===== src/rtl/hazard_pkg.sv =====
// Shared types for the hazard/forwarding scoreboard.
// A stage record describes one in-flight instruction slot.
package hazard_pkg;

    localparam int MAX_REG_W = 8;
    localparam int REC_W     = MAX_REG_W + 3;

    localparam logic [1:0] FWD_RF    = 2'b00;
    localparam logic [1:0] FWD_EXMEM = 2'b01;
    localparam logic [1:0] FWD_MEMWB = 2'b10;

    typedef struct packed {
        logic                 v;
        logic [MAX_REG_W-1:0] rd;
        logic                 wr;
        logic                 load;
    } stage_rec_t;

    function automatic logic rec_hit(
        input stage_rec_t           r,
        input logic [MAX_REG_W-1:0] src,
        input logic                 used
    );
        return r.v & r.wr & used & (r.rd == src);
    endfunction

endpackage


===== src/rtl/hazard_scoreboard_src_match.sv =====
// Per-source hazard check against the EX/MEM/WB shadow records.
// Produces the stall request and the EX operand select for one source.
module hzd_src_match
    import hazard_pkg::*;
#(
    parameter bit FWD_EN    = 1'b1,
    parameter bit RF_BYPASS = 1'b1
) (
    input  logic [MAX_REG_W-1:0] src_i,
    input  logic                 used_i,
    input  logic [REC_W-1:0]     ex_i,
    input  logic [REC_W-1:0]     mem_i,
    input  logic [REC_W-1:0]     wb_i,
    output logic                 stall_o,
    output logic [1:0]           fwd_sel_o
);

    stage_rec_t ex;
    stage_rec_t mem;
    stage_rec_t wb;
    logic       hit_ex;
    logic       hit_mem;
    logic       hit_wb;
    logic       unused_load;

    assign ex          = stage_rec_t'(ex_i);
    assign mem         = stage_rec_t'(mem_i);
    assign wb          = stage_rec_t'(wb_i);
    assign unused_load = mem.load ^ wb.load;

    assign hit_ex  = rec_hit(ex, src_i, used_i);
    assign hit_mem = rec_hit(mem, src_i, used_i);
    assign hit_wb  = rec_hit(wb, src_i, used_i);

    always_comb begin
        stall_o = (hit_ex & ex.load)
                | (!FWD_EN & (hit_ex | hit_mem))
                | (!RF_BYPASS & hit_wb);
        fwd_sel_o = FWD_RF;
        // youngest writer takes priority when EX and MEM share rd
        if (FWD_EN && hit_ex && !ex.load) begin
            fwd_sel_o = FWD_EXMEM;
        end else if (FWD_EN && hit_mem) begin
            fwd_sel_o = FWD_MEMWB;
        end
    end

endmodule


===== src/rtl/hazard_scoreboard.sv =====
// Hazard/forwarding unit: tracks in-flight writers in a shadow pipeline
// and decides stall / forward / RF read for the instruction in ID.
module hazard_scoreboard
    import hazard_pkg::*;
#(
    parameter int REG_W     = 3,
    parameter bit FWD_EN    = 1'b1,
    parameter bit RF_BYPASS = 1'b1,
    parameter int CNT_W     = 16
) (
    input  logic             clk,
    input  logic             rst_n,
    input  logic             id_valid,
    input  logic [REG_W-1:0] id_rs,
    input  logic             id_rs_used,
    input  logic [REG_W-1:0] id_rt,
    input  logic             id_rt_used,
    input  logic [REG_W-1:0] id_rd,
    input  logic             id_wr,
    input  logic             id_load,
    input  logic             mem_stall,
    input  logic             flush,
    output logic             stall_id,
    output logic [1:0]       fwd_a_sel,
    output logic [1:0]       fwd_b_sel,
    output logic [CNT_W-1:0] stall_cnt
);

    stage_rec_t       ex_q, ex_d;
    stage_rec_t       mem_q, mem_d;
    stage_rec_t       wb_q, wb_d;
    stage_rec_t       issue;
    logic [1:0]       fwd_a_q, fwd_a_d;
    logic [1:0]       fwd_b_q, fwd_b_d;
    logic [CNT_W-1:0] cnt_q, cnt_d;
    logic             stall_a, stall_b;
    logic [1:0]       sel_a, sel_b;
    logic             advance;

    hzd_src_match #(
        .FWD_EN    (FWD_EN),
        .RF_BYPASS (RF_BYPASS)
    ) u_match_rs (
        .src_i     (MAX_REG_W'(id_rs)),
        .used_i    (id_rs_used),
        .ex_i      (ex_q),
        .mem_i     (mem_q),
        .wb_i      (wb_q),
        .stall_o   (stall_a),
        .fwd_sel_o (sel_a)
    );

    hzd_src_match #(
        .FWD_EN    (FWD_EN),
        .RF_BYPASS (RF_BYPASS)
    ) u_match_rt (
        .src_i     (MAX_REG_W'(id_rt)),
        .used_i    (id_rt_used),
        .ex_i      (ex_q),
        .mem_i     (mem_q),
        .wb_i      (wb_q),
        .stall_o   (stall_b),
        .fwd_sel_o (sel_b)
    );

    assign advance = ~mem_stall;

    always_comb begin
        stall_id = id_valid & ~flush & (stall_a | stall_b);

        issue      = '0;
        issue.v    = id_valid & ~stall_id & ~flush;
        if (issue.v) begin
            issue.rd   = MAX_REG_W'(id_rd);
            issue.wr   = id_wr;
            issue.load = id_load;
        end

        ex_d    = ex_q;
        mem_d   = mem_q;
        wb_d    = wb_q;
        fwd_a_d = fwd_a_q;
        fwd_b_d = fwd_b_q;
        cnt_d   = cnt_q;

        if (advance) begin
            wb_d    = mem_q;
            mem_d   = ex_q;
            ex_d    = issue;
            fwd_a_d = issue.v ? sel_a : FWD_RF;
            fwd_b_d = issue.v ? sel_b : FWD_RF;
        end
        // a redirect kills EX even while memory holds the pipe
        if (flush) begin
            ex_d = '0;
        end

        if (stall_id && advance && (cnt_q != '1)) begin
            cnt_d = cnt_q + CNT_W'(1);
        end
    end

    always_ff @(posedge clk or negedge rst_n) begin
        if (!rst_n) begin
            ex_q    <= '0;
            mem_q   <= '0;
            wb_q    <= '0;
            fwd_a_q <= FWD_RF;
            fwd_b_q <= FWD_RF;
            cnt_q   <= '0;
        end else begin
            ex_q    <= ex_d;
            mem_q   <= mem_d;
            wb_q    <= wb_d;
            fwd_a_q <= fwd_a_d;
            fwd_b_q <= fwd_b_d;
            cnt_q   <= cnt_d;
        end
    end

    assign fwd_a_sel = fwd_a_q;
    assign fwd_b_sel = fwd_b_q;
    assign stall_cnt = cnt_q;

endmodule


===== config.mk =====
export PLATFORM = sky130hd
export DESIGN_NAME = hazard_scoreboard
export DESIGN_NICKNAME = d
export VERILOG_FILES = /design/src/rtl/hazard_pkg.sv /design/src/rtl/hazard_scoreboard_src_match.sv /design/src/rtl/hazard_scoreboard.sv
export SDC_FILE = /design/constraint.sdc
export NUM_CORES = 1
export LEC_CHECK = 0
export CORE_MARGIN = 2
export CORE_UTILIZATION = 25
export DETAILED_ROUTE_END_ITERATION = 16
export SYNTH_ARGS = -nofsm -noshare
export SYNTH_HDL_FRONTEND = slang
export SYNTH_HIERARCHICAL = 1
export SYNTH_SLANG_ARGS = --single-unit
export TNS_END_PERCENT = 50

===== constraint.sdc =====
create_clock -name clk -period 3.9 [get_ports clk]
set_input_delay 0.585 -clock clk [delete_from_list [all_inputs] [get_ports clk]]
set_output_delay 0.585 -clock clk [all_outputs]
set_load 0.01 [all_outputs]

# Yosys cells after proc, flatten, opt, wreduce, memory -nomap -nowiden
# Index checks and enable logic that the tools add are counted.
# classes
eq_ne	6
add_sub_neg	1
bitwise	20
n_reduce_logical	5
n_mux	9
# op_table
op	count
$eq A8 B3 Y1	4
$mux W11	2
$add A16 B1 Y16 const B	1
$and A1 B1 Y1	16
$ne A16 B16 Y1 const B	1
$mux W2	6
$mux W5	1
$logic_and A1 B1 Y1	4
$not A1 Y1	3
$ne A2 B1 Y1 const B	1
$logic_not A1 Y1	1
$or A1 B1 Y1	1
# word_totals
regBits	41
output_inout_bits	21
in_bits	18
elab_cells	51

# Longest topological paths before layout
# logic_depth
depth_word	12
mapped_depth	9

# By module
# Netlist, hierarchy kept.
# by_module_without_submodules
module	area_per_inst_um2	instances	cells_each
hazard_scoreboard	1674.1	1	123
hzd_src_match	225.2	2	28

# Least setup slack after synthesis
# Ideal clock, no wire load.
# synth_path
path_kind	input to register
start	input port id_rt[1]
end	register cnt_q[1], in the netlist stall_cnt[1]
n_path_buf	1
setup_slack_ps	1517
arrival_ps	2255
setup_time_ps	128
stages	8
required_ps	3772
path_cell_list	xnor2_1 -> nand3_1 -> nor4_1 -> nor2_1 -> or2_1 -> buf_6 -> nor2_1 -> mux2_1
# synth_between
elab_chain_len	7
# synth_rtl
element	line_no	rtl
start: declaration	hazard_scoreboard.sv:16	input logic [REG_W-1:0] id_rt,
$eq A8 B3 Y1	hazard_pkg.sv:24	return r.v & r.wr & used & (r.rd == src);
$and A1 B1 Y1	hazard_pkg.sv:24	
$and A1 B1 Y1	hazard_scoreboard_src_match.sv:36	stall_o = (hit_ex & ex.load)
net stall_b	hazard_scoreboard.sv:36	logic stall_a, stall_b;
$or A1 B1 Y1	hazard_scoreboard.sv:69	stall_id = id_valid & ~flush & (stall_a | stall_b);
$and A1 B1 Y1	hazard_scoreboard.sv:69	
$logic_and A1 B1 Y1 (2 in a row)	hazard_scoreboard.sv:98	if (stall_id && advance && (cnt_q != '1)) begin
end signal: assignment	hazard_scoreboard.sv:117	cnt_q <= cnt_d;
end: declaration	hazard_scoreboard.sv:35	logic [CNT_W-1:0] cnt_q, cnt_d;
# The timed path passes the listed nets, and every way through them passes these cells.
# A chain may end at the register's enable or synchronous reset.

# Final worst setup path
# layout_path
start	input port id_rt[1]
end	output port stall_id
# layout_between
elab_chain_len	5
# layout_rtl
element	line_no	rtl
$eq A8 B3 Y1	hazard_pkg.sv:24	
$and A1 B1 Y1	hazard_pkg.sv:24	
$and A1 B1 Y1	hazard_scoreboard_src_match.sv:36	
net stall_b	hazard_scoreboard.sv:36	
$or A1 B1 Y1	hazard_scoreboard.sv:69	
$and A1 B1 Y1	hazard_scoreboard.sv:69	
end: declaration	hazard_scoreboard.sv:23	output logic stall_id,
# The timed path passes the listed nets, and every way through them passes these cells.

==> flow_summary_export.csv <==
group,metric,value,unit
setup_path,cp-start-kind,"input port",
clock_tree,cts_setup_buffers,0,
clock_tree,ctsResizeCount,0,
grt,grt_remaining_overflow,0,
clock_tree,cts_hold_buf,0,
clock_tree,cts_tree,"done",
yosys,syn_inst,165,
grt,use_met2,16.5,%
drt,dr.first_iter.drc_count,34,
finish,final_nets,266,
placement,gp_congestion,0.748,
placement,dp_hpwl,3.16,mm
grt,grt_pass1_wl,6.93,mm
timing,rsz0062_at_grt,"no",
power,p_leak,1.15,nW
drt,ant_nets,0,
yosys,synth_area,0.00187,mm^2
power,irDropWorstVdd,0.159,mV
power,powerDensity,287,mW/mm^2
timing,max_slew.worst_pin.slew,0.753,ns
setup_path,cpPeakStageDelay,0.60,ns
timing,finalHoldViolCount,0,
clock_tree,cts-root-buf,"clkbuf_8",
timing,relSlewSlack,49.5,%
setup_path,cp_slowest_cell,"clkdlybuf4s50_1",
setup_path,crit_type,"input port to output port",
yosys,synth_area_per_cell,11.3,um^2
finish,drive_above_1_share,8.87,%
min_path,hold_path_class,"flip-flop to flip-flop",
yosys,ys_warn_count,6,
grt,globalRouteMet3Util,3.59,%
setup_path,crit_path_end_kind,"output port",
drt,viasPerCell,4.13,
timing,fmax,284,MHz
clock_tree,cts_sinks,31,
clock_tree,clk_path_buf_depth,2,
timing,setup_violations,0,
grt,antenna_found_initial,0,
setup_path,arrival,2.93,ns
floorplan,core_area,0.00725,mm^2
grt,grt_pass1_vias,1427,
grt,grt_max_degree,32,
grt,busiest_layer,"met2",
floorplan,row_count,31,
status,status,"finished, final reports clean",
floorplan,fp.dieW,90.5,um
finish,synthToLayoutAreaGrowth,40.4,%
clock_tree,clock_latency,0.28,ns
placement,numPortBuffers,38,
clock_tree,cts_htree_levels,2,
timing,period_minus_slack,3.52,ns
floorplan,num_io_pins,39,
setup_path,crit_path_max_fanout,3,
clock_tree,path_clk_slew,0.06,ns
power,finalPower,753,uW
setup_path,required,3.31,ns
timing,finalMaxSlewViolations,0,
drt,wl,4.12,mm
finish,diodes,0,
drt,drc,0,
grt,gr-usage-met1,14.0,%
grt,grtUsageTotal,10.7,%
job,drv_cap,0,
floorplan,start_util,25.8,%
timing,fin_skew,0.00796,ns
setup_path,cp_common_cell,"clkdlybuf4s50_1",
clock_tree,cts_inserted_buffers,5,
timing,fin_crit_sh,90.2,%
drt,via_count,1434,
floorplan,fp.dieH,90.5,um
drt,firstDrtPassIters,4,
drt,wire_per_inst,11.9,um
timing,setup_tns,0,ns
setup_path,crit_chain,"clkdlybuf4s50_1 -> xnor2_1 -> nand3_1 -> nor4_1 -> nor2_1 -> nor3b_1 -> clkdlybuf4s50_1",
floorplan,die_area,0.00819,mm^2
worst max-delay path: cells and delay by family:
family / cells / cell delay [ns]
buffers and inverters: 2 / 1.11
and+or+nand+nor: 4 / 1.10
xor gates and xnor gates: 1 / 0.13
stage by stage:
stage	hold WS, ns	utilization (%)	setup WS (ns)	cells	cell area [um^2]
after CTS	0.513	36.2	0.397	347	2630
after floorplan	0.289	-	1.52	204	2020
after detailed placement	0.498	34.6	0.410	339	2510
final	0.511	36.2	0.384	347	2630
after global routing	0.521	36.2	0.280	347	2630
after global placement	0.487	34.6	0.404	339	2510
report_power, final:
group	internal [mW]	switching (mW)	leakage [nW]
sequential	0.327	0.00625	0.429
combinational	0.0470	0.0434	0.664
clock	0.207	0.122	0.0612
total	0.581	0.172	1.15
placed cells by master, fill, tap and decap left out, types with 2 or more instances in the layout:
| cell type | instances |
|---|---|
| mux2_1 | 4 |
| conb_1 | 40 |
| nor2_1 | 6 |
| and4_1 | 3 |
| nor3_1 | 3 |
| or3_4 | 2 |
| dfrtp_1 | 31 |
| nor4_1 | 4 |
| nand3_1 | 7 |
| nor4_4 | 3 |
| nor3b_1 | 3 |
| and4bb_1 | 2 |
| clkbuf_8 | 6 |
| nor2b_1 | 3 |
| nand4_1 | 9 |
| clkdlybuf4s50_1 | 38 |
| mux2_2 | 2 |
| xnor2_1 | 30 |
| nand2_1 | 10 |
| xor2_1 | 16 |
| nor4b_2 | 2 |
| a22o_1 | 9 |
registers in the layout, indices dropped and copies added, names as in the netlist:
| signal | flops |
|---|---|
| fwd_a_sel | 2 |
| fwd_b_sel | 2 |
| stall_cnt | 16 |
| ex_q | 6 |
| mem_q | 5 |
final cells by class:
class	count	area, um^2
timing repair buffer	39	388
multi-input combinational	170	1220
sequential	31	776
clock buffer	6	82.6
clock inverter	2	35.0
tap	99	124
fill	749	4630
worst paths after layout:
check	start	endpoint	slack, ns	cells after the start
max	id_rt[1]	stall_id	0.38	7
min	fwd_b_sel[0]	fwd_b_sel[0]	0.51	1
max reg2reg	ex_q[3]	stall_cnt[1]	1.39	7
min reg2reg	fwd_b_sel[0]	fwd_b_sel[0]	0.51	1
max in group asynchronous	rst_n	ex_q[10]	2.91	2
min in group asynchronous	rst_n	stall_cnt[14]	0.70	2
per-layer routing:
metal	vias to the layer above	share of wire, %	wire length [um]
met1	674	48	1990
met2	37	45	1870
met3	4	5.0	205
met5	-	0	0
li1	719	-	-
met4	0	1.3	53
No activity file was read; power rests on OpenSTA's default activity.
